File: src/rtl/div_if.sv
// Handshake and data bundle between the execute stage and the divider.
interface div_if;
    logic        signed_div_i;
    logic [31:0] opdata1_i;
    logic [31:0] opdata2_i;
    logic        start_i;
    logic        annul_i;
    logic [63:0] result_o;
    logic        ready_o;

    // Requester side (execute stage).
    modport master (
        output signed_div_i, opdata1_i, opdata2_i, start_i, annul_i,
        input  result_o, ready_o
    );

    // Divider side.
    modport slave (
        input  signed_div_i, opdata1_i, opdata2_i, start_i, annul_i,
        output result_o, ready_o
    );
endinterface

File: src/rtl/div.sv
// Iterative 32-bit restoring divider, signed or unsigned.
// One load edge, 32 shift/subtract edges, one finalize edge; result is held
// until the requester drops start_i.
module div (
    input  logic  clk,
    input  logic  rst,
    div_if.slave  bus
);
    typedef enum logic [1:0] {
        FREE   = 2'd0,
        BYZERO = 2'd1,
        ON     = 2'd2,
        END    = 2'd3
    } state_t;

    state_t      state_q, state_d;
    logic [5:0]  cnt_q, cnt_d;
    logic [64:0] dividend_q, dividend_d;
    logic [31:0] divisor_q, divisor_d;
    logic        sgn_q, sgn_d;
    logic        neg1_q, neg1_d;
    logic        neg2_q, neg2_d;
    logic [63:0] result_q, result_d;
    logic        ready_q, ready_d;

    logic [31:0] mag1, mag2;
    logic [32:0] diff;
    logic [31:0] quo_fix, rem_fix;

    // Operand magnitudes and the trial subtraction of the current step.
    always_comb begin
        mag1 = (bus.signed_div_i && bus.opdata1_i[31]) ? (~bus.opdata1_i + 32'd1) : bus.opdata1_i;
        mag2 = (bus.signed_div_i && bus.opdata2_i[31]) ? (~bus.opdata2_i + 32'd1) : bus.opdata2_i;
        diff = {1'b0, dividend_q[63:32]} - {1'b0, divisor_q};
        quo_fix = (sgn_q && (neg1_q ^ neg2_q)) ? (~dividend_q[31:0] + 32'd1) : dividend_q[31:0];
        rem_fix = (sgn_q && neg1_q) ? (~dividend_q[64:33] + 32'd1) : dividend_q[64:33];
    end

    // Next-state and output logic.
    always_comb begin
        state_d    = state_q;
        cnt_d      = cnt_q;
        dividend_d = dividend_q;
        divisor_d  = divisor_q;
        sgn_d      = sgn_q;
        neg1_d     = neg1_q;
        neg2_d     = neg2_q;
        result_d   = result_q;
        ready_d    = ready_q;

        case (state_q)
            FREE: begin
                ready_d  = 1'b0;
                result_d = 64'h0;
                if (bus.start_i && !bus.annul_i) begin
                    sgn_d     = bus.signed_div_i;
                    neg1_d    = bus.opdata1_i[31];
                    neg2_d    = bus.opdata2_i[31];
                    divisor_d = mag2;
                    cnt_d     = 6'd0;
                    if (bus.opdata2_i == 32'h0) begin
                        state_d = BYZERO;
                    end else begin
                        state_d    = ON;
                        dividend_d = {32'b0, mag1, 1'b0};
                    end
                end
            end
            BYZERO: begin
                if (bus.annul_i) begin
                    state_d  = FREE;
                    ready_d  = 1'b0;
                    result_d = 64'h0;
                end else begin
                    state_d  = END;
                    ready_d  = 1'b1;
                    result_d = 64'h0;
                end
            end
            ON: begin
                if (bus.annul_i) begin
                    state_d  = FREE;
                    cnt_d    = 6'd0;
                    ready_d  = 1'b0;
                    result_d = 64'h0;
                end else if (cnt_q != 6'd32) begin
                    if (diff[32]) begin
                        dividend_d = {dividend_q[63:0], 1'b0};
                    end else begin
                        dividend_d = {diff[31:0], dividend_q[31:0], 1'b1};
                    end
                    cnt_d = cnt_q + 6'd1;
                end else begin
                    state_d  = END;
                    cnt_d    = 6'd0;
                    ready_d  = 1'b1;
                    result_d = {rem_fix, quo_fix};
                end
            end
            END: begin
                // annul_i is deliberately ignored here: the result already exists.
                if (!bus.start_i) begin
                    state_d  = FREE;
                    ready_d  = 1'b0;
                    result_d = 64'h0;
                end
            end
            default: begin
                state_d  = FREE;
                ready_d  = 1'b0;
                result_d = 64'h0;
            end
        endcase
    end

    // State register with synchronous reset.
    always_ff @(posedge clk) begin
        if (rst) begin
            state_q    <= FREE;
            cnt_q      <= 6'd0;
            dividend_q <= 65'h0;
            divisor_q  <= 32'h0;
            sgn_q      <= 1'b0;
            neg1_q     <= 1'b0;
            neg2_q     <= 1'b0;
            result_q   <= 64'h0;
            ready_q    <= 1'b0;
        end else begin
            state_q    <= state_d;
            cnt_q      <= cnt_d;
            dividend_q <= dividend_d;
            divisor_q  <= divisor_d;
            sgn_q      <= sgn_d;
            neg1_q     <= neg1_d;
            neg2_q     <= neg2_d;
            result_q   <= result_d;
            ready_q    <= ready_d;
        end
    end

    assign bus.result_o = result_q;
    assign bus.ready_o  = ready_q;
endmodule

File: src/flat_wrapper.sv
// flat-port wrapper written by rule: the top's interface ports become plain ports
module div_flat 
  (clk, rst, bus_signed_div_i, bus_opdata1_i, bus_opdata2_i, bus_start_i, bus_annul_i, bus_result_o, bus_ready_o);
  div_if bus_i ();
  input  logic clk;
  input  logic rst;
  input wire logic [$bits(bus_i.signed_div_i)-1:0] bus_signed_div_i;
  input wire logic [$bits(bus_i.opdata1_i)-1:0] bus_opdata1_i;
  input wire logic [$bits(bus_i.opdata2_i)-1:0] bus_opdata2_i;
  input wire logic [$bits(bus_i.start_i)-1:0] bus_start_i;
  input wire logic [$bits(bus_i.annul_i)-1:0] bus_annul_i;
  output wire logic [$bits(bus_i.result_o)-1:0] bus_result_o;
  output wire logic [$bits(bus_i.ready_o)-1:0] bus_ready_o;
  assign bus_i.signed_div_i = bus_signed_div_i;
  assign bus_i.opdata1_i = bus_opdata1_i;
  assign bus_i.opdata2_i = bus_opdata2_i;
  assign bus_i.start_i = bus_start_i;
  assign bus_i.annul_i = bus_annul_i;
  assign bus_result_o = bus_i.result_o;
  assign bus_ready_o = bus_i.ready_o;
  div u_core (.clk(clk), .rst(rst), .bus(bus_i));
endmodule
File: config.mk
export PLATFORM = sky130hd
export DESIGN_NAME = div_flat
export DESIGN_NICKNAME = d
export VERILOG_FILES = /design/src/rtl/div_if.sv /design/src/rtl/div.sv /design/src/flat_wrapper.sv
export SDC_FILE = /design/constraint.sdc
export NUM_CORES = 1
export LEC_CHECK = 0
export CELL_PAD_IN_SITES_DETAIL_PLACEMENT = 1
export CELL_PAD_IN_SITES_GLOBAL_PLACEMENT = 1
export CORE_AREA = 8 8 195 141
export CTS_CLUSTER_SIZE = 30
export DETAILED_ROUTE_END_ITERATION = 8
export DIE_AREA = 0 0 203 149
export GPL_TIMING_DRIVEN = 1
export HOLD_SLACK_MARGIN = 0.08
export PLACE_DENSITY = 0.95
export SETUP_SLACK_MARGIN = 0.3
export SYNTH_ARGS = -nofsm -noshare
export SYNTH_HDL_FRONTEND = slang
export SYNTH_SLANG_ARGS = --single-unit
File: constraint.sdc
create_clock -name clk -period 9.3 [get_ports clk]
set_input_delay 2.79 -clock clk [delete_from_list [all_inputs] [get_ports clk]]
set_output_delay 2.79 -clock clk [all_outputs]
set_load 0.02 [all_outputs]
==> results of run 1 <==
==> critical path, delay by kind of cell <==
kind | cells | cell delay, ns
buffers and inverters | 3 | 1.07
AND/OR/NAND/NOR | 7 | 2.16
AO/OA/AOI/OAI | 2 | 0.27
==> registers in the layout, summed over array words and instances, names as in the netlist <==
register,flops
u_core.neg1_q,1
u_core.cnt_q,6
u_core.neg2_q,1
u_core.bus.result_o,64
u_core.sgn_q,1
u_core.divisor_q,32
u_core.bus.ready_o,1
u_core.state_q,2
u_core.dividend_q,65
==> power by group <==
| group | total, mW | leakage, nW | switching (mW) | internal [mW] |
|---|---|---|---|---|
| clock | 0.728 | 0.279 | 0.346 | 0.382 |
| sequential | 0.927 | 1.40 | 0.110 | 0.817 |
| combinational | 1.04 | 2.99 | 0.680 | 0.357 |
| total | 2.69 | 4.67 | 1.14 | 1.56 |
==> layout make-up <==
type,count,area [um2]
Multi-Input combinational cell,1107,6860
Clock buffer,19,433
Timing Repair Buffer,144,1410
Clock inverter,13,150
Sequential cell,173,3460
Fill cell,2992,11400
Inverter,58,218
Tap cell,325,407
==> metal layers <==
| metal | up-vias | global-route usage, % | wire (um) |
|---|---|---|---|
| met2 | 437 | 37.0 | 16500 |
| met5 | - | 0 | 0 |
| met3 | 51 | 6.23 | 3650 |
| met4 | 0 | 7.05 | 663 |
| met1 | 5320 | 36.6 | 18700 |
| li1 | 5181 | - | - |
==> cell usage after synthesis (17+ instances only) <==
cell type | n | area [um2]
a211oi_1 | 30 | 225
a21oi_1 | 131 | 656
a22oi_1 | 21 | 158
clkbuf_1 | 62 | 233
dfxtp_1 | 173 | 3460
ha_1 | 42 | 526
inv_1 | 57 | 214
nand2_1 | 193 | 724
nor2_1 | 140 | 526
nor3_1 | 38 | 190
o211ai_1 | 17 | 128
o21ai_0 | 107 | 536
o31ai_1 | 21 | 158
or3_1 | 18 | 113
xnor2_1 | 71 | 622
xor2_1 | 73 | 639
==> how the worst max path moves through the flow <==
stage	startpoint	endpoint	slack, ns	depth (start not counted)
floorplan	bus_opdata2_i[11]	u_core.dividend_q[59]$_SDFFE_PP0P_	4.37	10
global placement	bus_opdata2_i[2]	u_core.dividend_q[50]$_SDFFE_PP0P_	3.21	12
detailed placement	bus_opdata2_i[2]	u_core.dividend_q[50]$_SDFFE_PP0P_	3.03	12
CTS	bus_opdata2_i[2]	u_core.dividend_q[50]$_SDFFE_PP0P_	3.47	12
global route	bus_opdata2_i[2]	u_core.dividend_q[46]$_SDFFE_PP0P_	3.15	12
finish	bus_opdata2_i[2]	u_core.dividend_q[50]$_SDFFE_PP0P_	3.40	12
==> cell families (layout without fill, tap and decap cells) <==
kind of cell,after synthesis,after routing,share of synthesized area (%)
adder cells (fa/ha/maj),43,43,5.04
AO/OA/AOI/OAI,422,422,24.4
buffers and inverters,137,234,4.97
flip-flops,173,173,32.0
XOR/XNOR,144,144,11.6
multiplexers,9,9,0.843
AND/OR/NAND/NOR,489,489,21.1
==> metrics, run 1 <==
via count 11,000; reg2reg start u_core.dividend_q[33]$_SDFFE_PP0P_; CTS buffer count 17; clock skew about 0.013 ns; row count 48; Clock transition at path regs roughly 0.070 ns; Final WS setup 3.40 ns; Setup-failing EPs final 0; R2R depth 11; CP Class input port to flip-flop; clk root buf clkbuf_16; final max-slew violation count 0; die height about 150 um; Max Cap Viol 0; crit end category flip-flop; clk buf depth 2; Mapped Area 0.0108 mm2; Post-CTS Resized 0; dpl hpwl about 29 mm; vias in the first global route 11,000; Mapped Nets approximately 1,500; Max H-tree Level 4; PwrDens approximately 210 mW/mm2; Buffers on Ports 133; # IOs approximately 130; critical path startpoint category input port; layout cells sized above 1 4.82%; Syn-to-layout area delta 19.5%; Final Instance Area about 0.013 mm2; nets 1,613; largest net degree at the start of global routing 66; Worst Path Max Fanout 34; Routed Wire Length 39.5 mm; CTS Hold Buffers Added 0; Ys Warns 0; FFs w/ async S/R, synth 0%; diodes inserted 0; worst path cell trace clkdlybuf4s50_1, nor4_1, nand2_1, nor4_4, nor4b_4, or2_1, nor2_2, buf_4, nor2_2, buf_4, a32o_1, a31o_1; Yosys cell types 75; status finished, final reports clean; CTS tree built; final std cells w/o fill ~1,800; R2R setup slack around 5.6 ns; Post-CTS Setup Inserts 0; global-route wire length before repair between 60 and 70 mm; Max Fclk 0.169 GHz; Crit path required time slightly below 10 ns; FF-to-FF End u_core.dividend_q[64]$_SDFFE_PP0P_; initial antenna violation count 0; DRT iter0 DRCs around 1,000; worst-margin pin slew roughly 0.93 ns; die extent in x 203 um; Placer Congestion just over 0.9; Mapped Cells between 1,000 and 1,500; Final Hold Viols 0; Final TNS setup 0 ns; register area share after synthesis 32.0%; Pleak 4.67 nW; final period utilization between 60% and 70%; Hold Path Sink u_core.bus.result_o[58]$_SDFFE_PP0P_; dominant synthesized flop cell dfxtp_1; die area around 0.030 mm2; min-delay worst type flip-flop to flip-flop; RSZ-0062 raised after global routing false; fin util between 50% and 60%; Yosys reg bits between 150 and 200; Post-DRT Antenna Nets 0; Slew HR 38.0%; Avg Cell Area, Syn roughly 7.6 um2; final hold slack 0.460 ns; Sink Count approximately 170; Design Power around 2.7 mW; Inst Count DP between 1,500 and 2,000; DR WL/cell between 20 and 25 um; CORE AREA around 0.024 mm2; DR vias/cell 5.98; total grt overflow 0; DRT Pass-1 Iters 5; Total GRT Usage between 20% and 30%; commonest non-fill, non-tap cell in the layout nand2_1; most frequent cells in the layout 193 x nand2_1, 173 x dfxtp_1, 138 x nor2_1, 132 x clkdlybuf4s50_1, 131 x a21oi_1; Setup WS pre-CTS around 3.0 ns; slowest library cell on the worst path nor4_1; Tmin final between 5 and 6 ns; Post-route DRC 0; hold path start u_core.bus.result_o[58]$_SDFFE_PP0P_; Post-synth EDFFs 0; Initial Util around 45%; Clk Latency, worst-skew pair 0.44 ns; WP data arrival approximately 6.3 ns; peak supply drop approximately 0.00015 V; CP max stage delay approximately 0.57 ns; DP Area about 0.012 mm2; hold path cells 2
No activity file was read; power rests on OpenSTA's default activity.
==> run 2, diff against run 1 <==
Settings changed: CORE_AREA 8 8 195 141 to 8 8 211 153, DIE_AREA 0 0 203 149 to 0 0 219 161, PLACE_DENSITY 0.95 to 0.88.
Clock period 9.3 ns to 5.1 ns, I/O delays scaled along.
==> run 2 against run 1 <==
Against the previous run: clock-buffer cell count shrank 2; highest routed layer is now met5; critical path type unchanged; hold slack lost 0.016 ns; register-to-register slack lost 4.2 ns.
==> metrics, run 2 (synthesis gave the netlist of run 1 again) <==
worst path cell trace clkdlybuf4s50_1, nor4_1, nand4bb_1, or3_1, nor4b_4, or2_1, nor2_2, buf_4, o21ai_0, nor2_1; Pleak 4.70 nW (+0.49%); Sink Count 173 (unchanged); Total GRT Usage 20.5% (-4.9 points); PwrDens 369 mW/mm2 (+77%); total grt overflow 0 (unchanged); Crit path required time 5.38 ns (-4.31 ns); WP data arrival 4.61 ns (-1.68 ns); Max H-tree Level 4 (unchanged); clk root buf clkbuf_16; DRT iter0 DRCs 768 (-25%); Placer Congestion 0.891 (-2.0%); layout cells sized above 1 5.33% (+0.51 points); Filler cells 3,547 (+19%); Post-CTS Resized 0 (unchanged); Final Hold Viols 0 (unchanged); CTS buffer count 17 (unchanged); Inst Count DP 1,872 (+3.6%); DRT Pass-1 Iters 5 (unchanged); Crit path max-delay family simple AND/OR/NAND/NOR gates; most frequent cells in the layout 192 x nand2_1, 173 x dfxtp_1, 138 x nor2_1, 132 x clkdlybuf4s50_1, 131 x a21oi_1; Post-CTS Setup Inserts 0 (unchanged); commonest non-fill, non-tap cell in the layout nand2_1; CP max stage delay 0.55 ns (-0.02 ns); Worst Path Max Fanout 33 (-2.9%); Largest Register u_core.dividend_q; slowest library cell on the worst path nor4_1; R2R setup slack 1.35 ns (-4.20 ns); Post-DRT Antenna Nets 0 (unchanged); largest net degree at the start of global routing 73 (+11%); worst-margin pin slew 0.994 ns (+0.0633 ns); diodes inserted 0 (unchanged); vias in the first global route 10,700 (-3.0%); critical path startpoint category input port; CP Class input port to flip-flop; final period utilization between 80% and 90%; Final TNS setup 0 ns (unchanged); Tmin final roughly 4.3 ns; clk buf depth 2 (unchanged); nets 1,618 (+0.31%); Clock transition at path regs 0.07 ns (about the same); clock skew 0.0142 ns (+0.00167 ns); global-route wire length before repair 59.0 mm (-5.3%); final hold slack 0.444 ns (-0.0163 ns); Clk Latency, worst-skew pair 0.43 ns (about the same); Initial Util 37.1% (-7.4 points); DR vias/cell 5.60 (-6.3%); die area 0.0353 mm2 (+17%); final max-slew violation count 0 (unchanged); status finished, final reports clean; Setup-failing EPs final 0 (unchanged); Post-route DRC 0 (unchanged); max FFs per register 65 (unchanged); Max Cap Viol 0 (unchanged); initial antenna violation count 1 (+1); RSZ-0062 raised after global routing false; via count 10,700 (-2.9%); min-delay worst type flip-flop to flip-flop; die height 161 um (+8.1%); Routed Wire Length 37.0 mm (-6.5%); row count 53 (+10%); crit end category flip-flop; Syn-to-layout area delta 20.7%; CTS tree built; CORE AREA 0.0292 mm2 (+20%); peak supply drop 0.000203 V (+34%); Max Fclk approximately 0.23 GHz; Slew HR 33.7% (-4.2 points); DR WL/cell 19.4 um (-9.7%); final std cells w/o fill 1,904 (+3.5%); CTS Hold Buffers Added 0 (unchanged); Buffers on Ports 133 (unchanged); # IOs 134 (unchanged); die extent in x 219 um (+7.9%); dpl hpwl 28.5 mm (-2.7%); Buf+Inv Stages, Crit Path 2 (-1)
[run 2: cell types whose count changed in the layout (fill, tap and decap cells not counted), sizes merged]
cell,change
clkinvlp,+2
buf,+5
clkinv,+1
clkbuf,-2
inv,-1
[run 2: tightest hold or removal path: cells and delay by family (launching register included)]
kind	cells	cell delay (ns)
AND/OR/NAND/NOR	1	0.05
AO/OA/AOI/OAI	1	0.05
flip-flops	1	0.31
[run 2: final cells by class]
cell class	count	area (um2)	area share, %
Multi-Input combinational cell	1107	6860	52.5
Sequential cell	173	3460	26.5
Timing Repair Buffer	149	1460	11.2
Tap cell	385	482	3.69
Clock buffer	17	425	3.25
Inverter	58	218	1.67
Clock inverter	15	156	1.20
[run 2: metrics by stage]
stage / worst slack, ns / power, mW / util [%] / cell area, um2
final: 0.775 / 4.83 / 44.8 / 13100
after CTS: 0.862 / 4.82 / 44.8 / 13100
after global placement: 0.519 / 3.43 / 42.8 / 12500
after detailed placement: 0.419 / 3.51 / 42.8 / 12500
after floorplan: 1.43 / 2.92 / - / 10800
after global routing: 0.596 / 5.09 / 44.8 / 13100
[run 2: final timing paths]
kind,start,endpoint,cells after the start
setup / recovery,bus_opdata2_i[17],u_core.dividend_q[31]$_SDFFE_PP0P_,10
hold / removal,u_core.bus.result_o[63]$_SDFFE_PP0P_,u_core.bus.result_o[63]$_SDFFE_PP0P_,2
setup reg to reg,u_core.dividend_q[33]$_SDFFE_PP0P_,u_core.dividend_q[56]$_SDFFE_PP0P_,11
hold reg to reg,u_core.bus.result_o[63]$_SDFFE_PP0P_,u_core.bus.result_o[63]$_SDFFE_PP0P_,2
[run 2: report_power, final]
group | switching [mW] | internal [mW] | total [mW] | leakage, nW
registers | 0.175 | 1.49 | 1.66 | 1.40
clock network | 0.601 | 0.690 | 1.29 | 0.273
logic | 1.21 | 0.664 | 1.87 | 3.02
[run 2: per-layer routing]
layer	wire (um)	share of wire [%]	GRT usage (%)	vias to the layer above
met1	19000	51	30.8	5165
met2	15400	42	29.5	261
met3	2100	5.7	3.57	37
met5	13	0.035	0	-
met4	467	1.3	5.27	2
li1	-	-	-	5200
==> run 3, diff against run 2 <==
Settings changed: CORE_AREA 8 8 211 153 to 8 8 201 146, DIE_AREA 0 0 219 161 to 0 0 209 154, PLACE_DENSITY 0.88 to 0.92.
Clock period 5.1 ns to 4.3 ns, I/O delays scaled along.
==> run 3 against run 2 <==
Against the previous run: total power rose by 21%; global-route usage rose by 3.8 points; flip-flop and latch count did not move; cell area rose by 0.40%; worst setup slack got worse by 0.32 ns; via count rose by 2.6%; core utilization rose by 5.4 points; sequential share of layout area fell by 0.11 points; non-clock buffer count rose by 10; largest cell class unchanged; highest routed layer is now met4.
==> metrics, run 3 (synthesis gave the netlist of run 1 again) <==
Post-DRT Antenna Nets 0 (unchanged); Slew HR 45.8% (+12 points); Post-route DRC 0 (unchanged); DR vias/cell 5.86 (+4.6%); most frequent cells in the layout 192 x nand2_1, 173 x dfxtp_1, 138 x nor2_1, 132 x clkdlybuf4s50_1, 131 x a21oi_1; Final TNS setup 0 ns (unchanged); Final Hold Viols 0 (unchanged); nets 1,628 (+0.62%); PwrDens 446 mW/mm2 (+21%); commonest non-fill, non-tap cell in the layout nand2_1; CTS tree built; clk root buf clkbuf_16; die height 154 um (-4.3%); Largest Register u_core.dividend_q; Syn-to-layout area delta 21.1%; WP data arrival 4.12 ns (-0.49 ns); # IOs 134 (unchanged); Tmin final ~3.8 ns; Buffers on Ports 133 (unchanged); clock skew 0.0166 ns (+0.00242 ns); Setup-failing EPs final 0 (unchanged); global-route wire length before repair 63.8 mm (+8.1%); CTS buffer count 17 (unchanged); die area 0.0322 mm2 (-8.7%); min-delay worst type flip-flop to flip-flop; diodes inserted 0 (unchanged); Placer Congestion 0.928 (+4.1%); Initial Util 41.4% (+4.3 points); layout cells sized above 1 6.02% (+0.68 points); clk buf depth 2 (unchanged); Routed Wire Length 40.3 mm (+9.1%); CORE AREA 0.0262 mm2 (-10%); Worst Path Max Fanout 33 (unchanged); DR WL/cell 21.6 um (+11%); final period utilization roughly nine tenths; DP Area 0.0125 mm2 (+0.13%); row count 50 (-5.7%); max FFs per register 65 (unchanged); dpl hpwl 30.4 mm (+6.5%); initial antenna violation count 0 (-1); Max H-tree Level 4 (unchanged); CP Class input port to flip-flop; fin util 50.2% (+5.4 points); Max Fclk about 0.26 GHz; final max-slew violation count 0 (unchanged); Clk Latency, worst-skew pair 0.45 ns (+0.02 ns); worst-margin pin slew 0.814 ns (-0.180 ns); Pleak 4.77 nW (+1.7%); CTS Hold Buffers Added 0 (unchanged); Max Cap Viol 0 (unchanged); peak supply drop 0.000308 V (+52%); critical path startpoint category input port; largest net degree at the start of global routing 73 (unchanged); Total GRT Usage 24.3% (+3.8 points); Clock transition at path regs 0.08 ns (about the same); RSZ-0062 raised after global routing false; Crit path required time 4.57 ns (-0.81 ns); R2R depth 11 (unchanged); DRT iter0 DRCs 942 (+23%); via count 10,900 (+2.6%); DRT Pass-1 Iters 5 (unchanged); die extent in x 209 um (-4.6%); hold path cells 2 (unchanged); Final Instance Area 0.0131 mm2 (+0.40%); status finished, final reports clean; total grt overflow 0 (unchanged); Sink Count 173 (unchanged); vias in the first global route 11,300 (+5.1%); crit end category flip-flop
-- run 3: layout make-up --
type	instances	area, um2
Timing Repair Buffer	159	1540
Multi-Input combinational cell	1107	6880
Sequential cell	173	3460
Clock inverter	14	166
Tap cell	338	423
Clock buffer	18	439
Inverter	58	218
Fill cell	3203	13000
-- run 3: report_power, final --
group / internal (mW) / leakage (nW) / switching (mW)
registers: 1.77 / 1.40 / 0.228
logic: 0.797 / 3.08 / 1.48
clock network: 0.802 / 0.297 / 0.778
-- run 3: what timing repair did --
item / CTS / global route
resized for setup: 0 / 2
buffers inserted: 0 / 0
setup endpoints to repair: 0 / 26
-- run 3: critical path, cell delays in order --
cell and delay [ns]:
clkdlybuf4s50_1 0.49, nor4_2 0.39, nand4bb_1 0.20, or3_1 0.44, nor4b_4 0.34, or2_1 0.32
nor2_2 0.10, buf_4 0.25, o211ai_1 0.15, a21oi_1 0.12
-- run 3: per-layer routing --
layer | routed length [um] | part of all wire, % | vias to the layer above | global-route usage, %
met5 | 0 | 0 | - | 0
met4 | 395 | 0.98 | 0 | 4.75
met3 | 3120 | 7.7 | 37 | 5.97
met1 | 20100 | 50 | 5364 | 35.7
li1 | - | - | 5184 | -
met2 | 16700 | 41 | 357 | 35.4
-- run 3: stage by stage --
stage / total power, mW / std cells / setup WS (ns) / hold slack, ns
finish: 5.85 / 1867 / 0.453 / 0.456
CTS: 5.79 / 1867 / 0.474 / 0.459
floorplan: 3.46 / 1417 / 0.871 / 0.432
global route: 6.12 / 1867 / 0.294 / 0.481
detailed placement: 4.18 / 1835 / 0.0556 / 0.444
global placement: 4.08 / 1835 / 0.150 / 0.435
-- run 3: final timing paths --
check	start	endpoint	slack, ns
worst max register to register	u_core.dividend_q[40]$_SDFFE_PP0P_	u_core.dividend_q[64]$_SDFFE_PP0P_	0.55
worst max-delay path	bus_opdata2_i[17]	u_core.dividend_q[17]$_SDFFE_PP0P_	0.45
worst min-delay path	u_core.bus.result_o[60]$_SDFFE_PP0P_	u_core.bus.result_o[60]$_SDFFE_PP0P_	0.46
worst min register to register	u_core.bus.result_o[60]$_SDFFE_PP0P_	u_core.bus.result_o[60]$_SDFFE_PP0P_	0.46
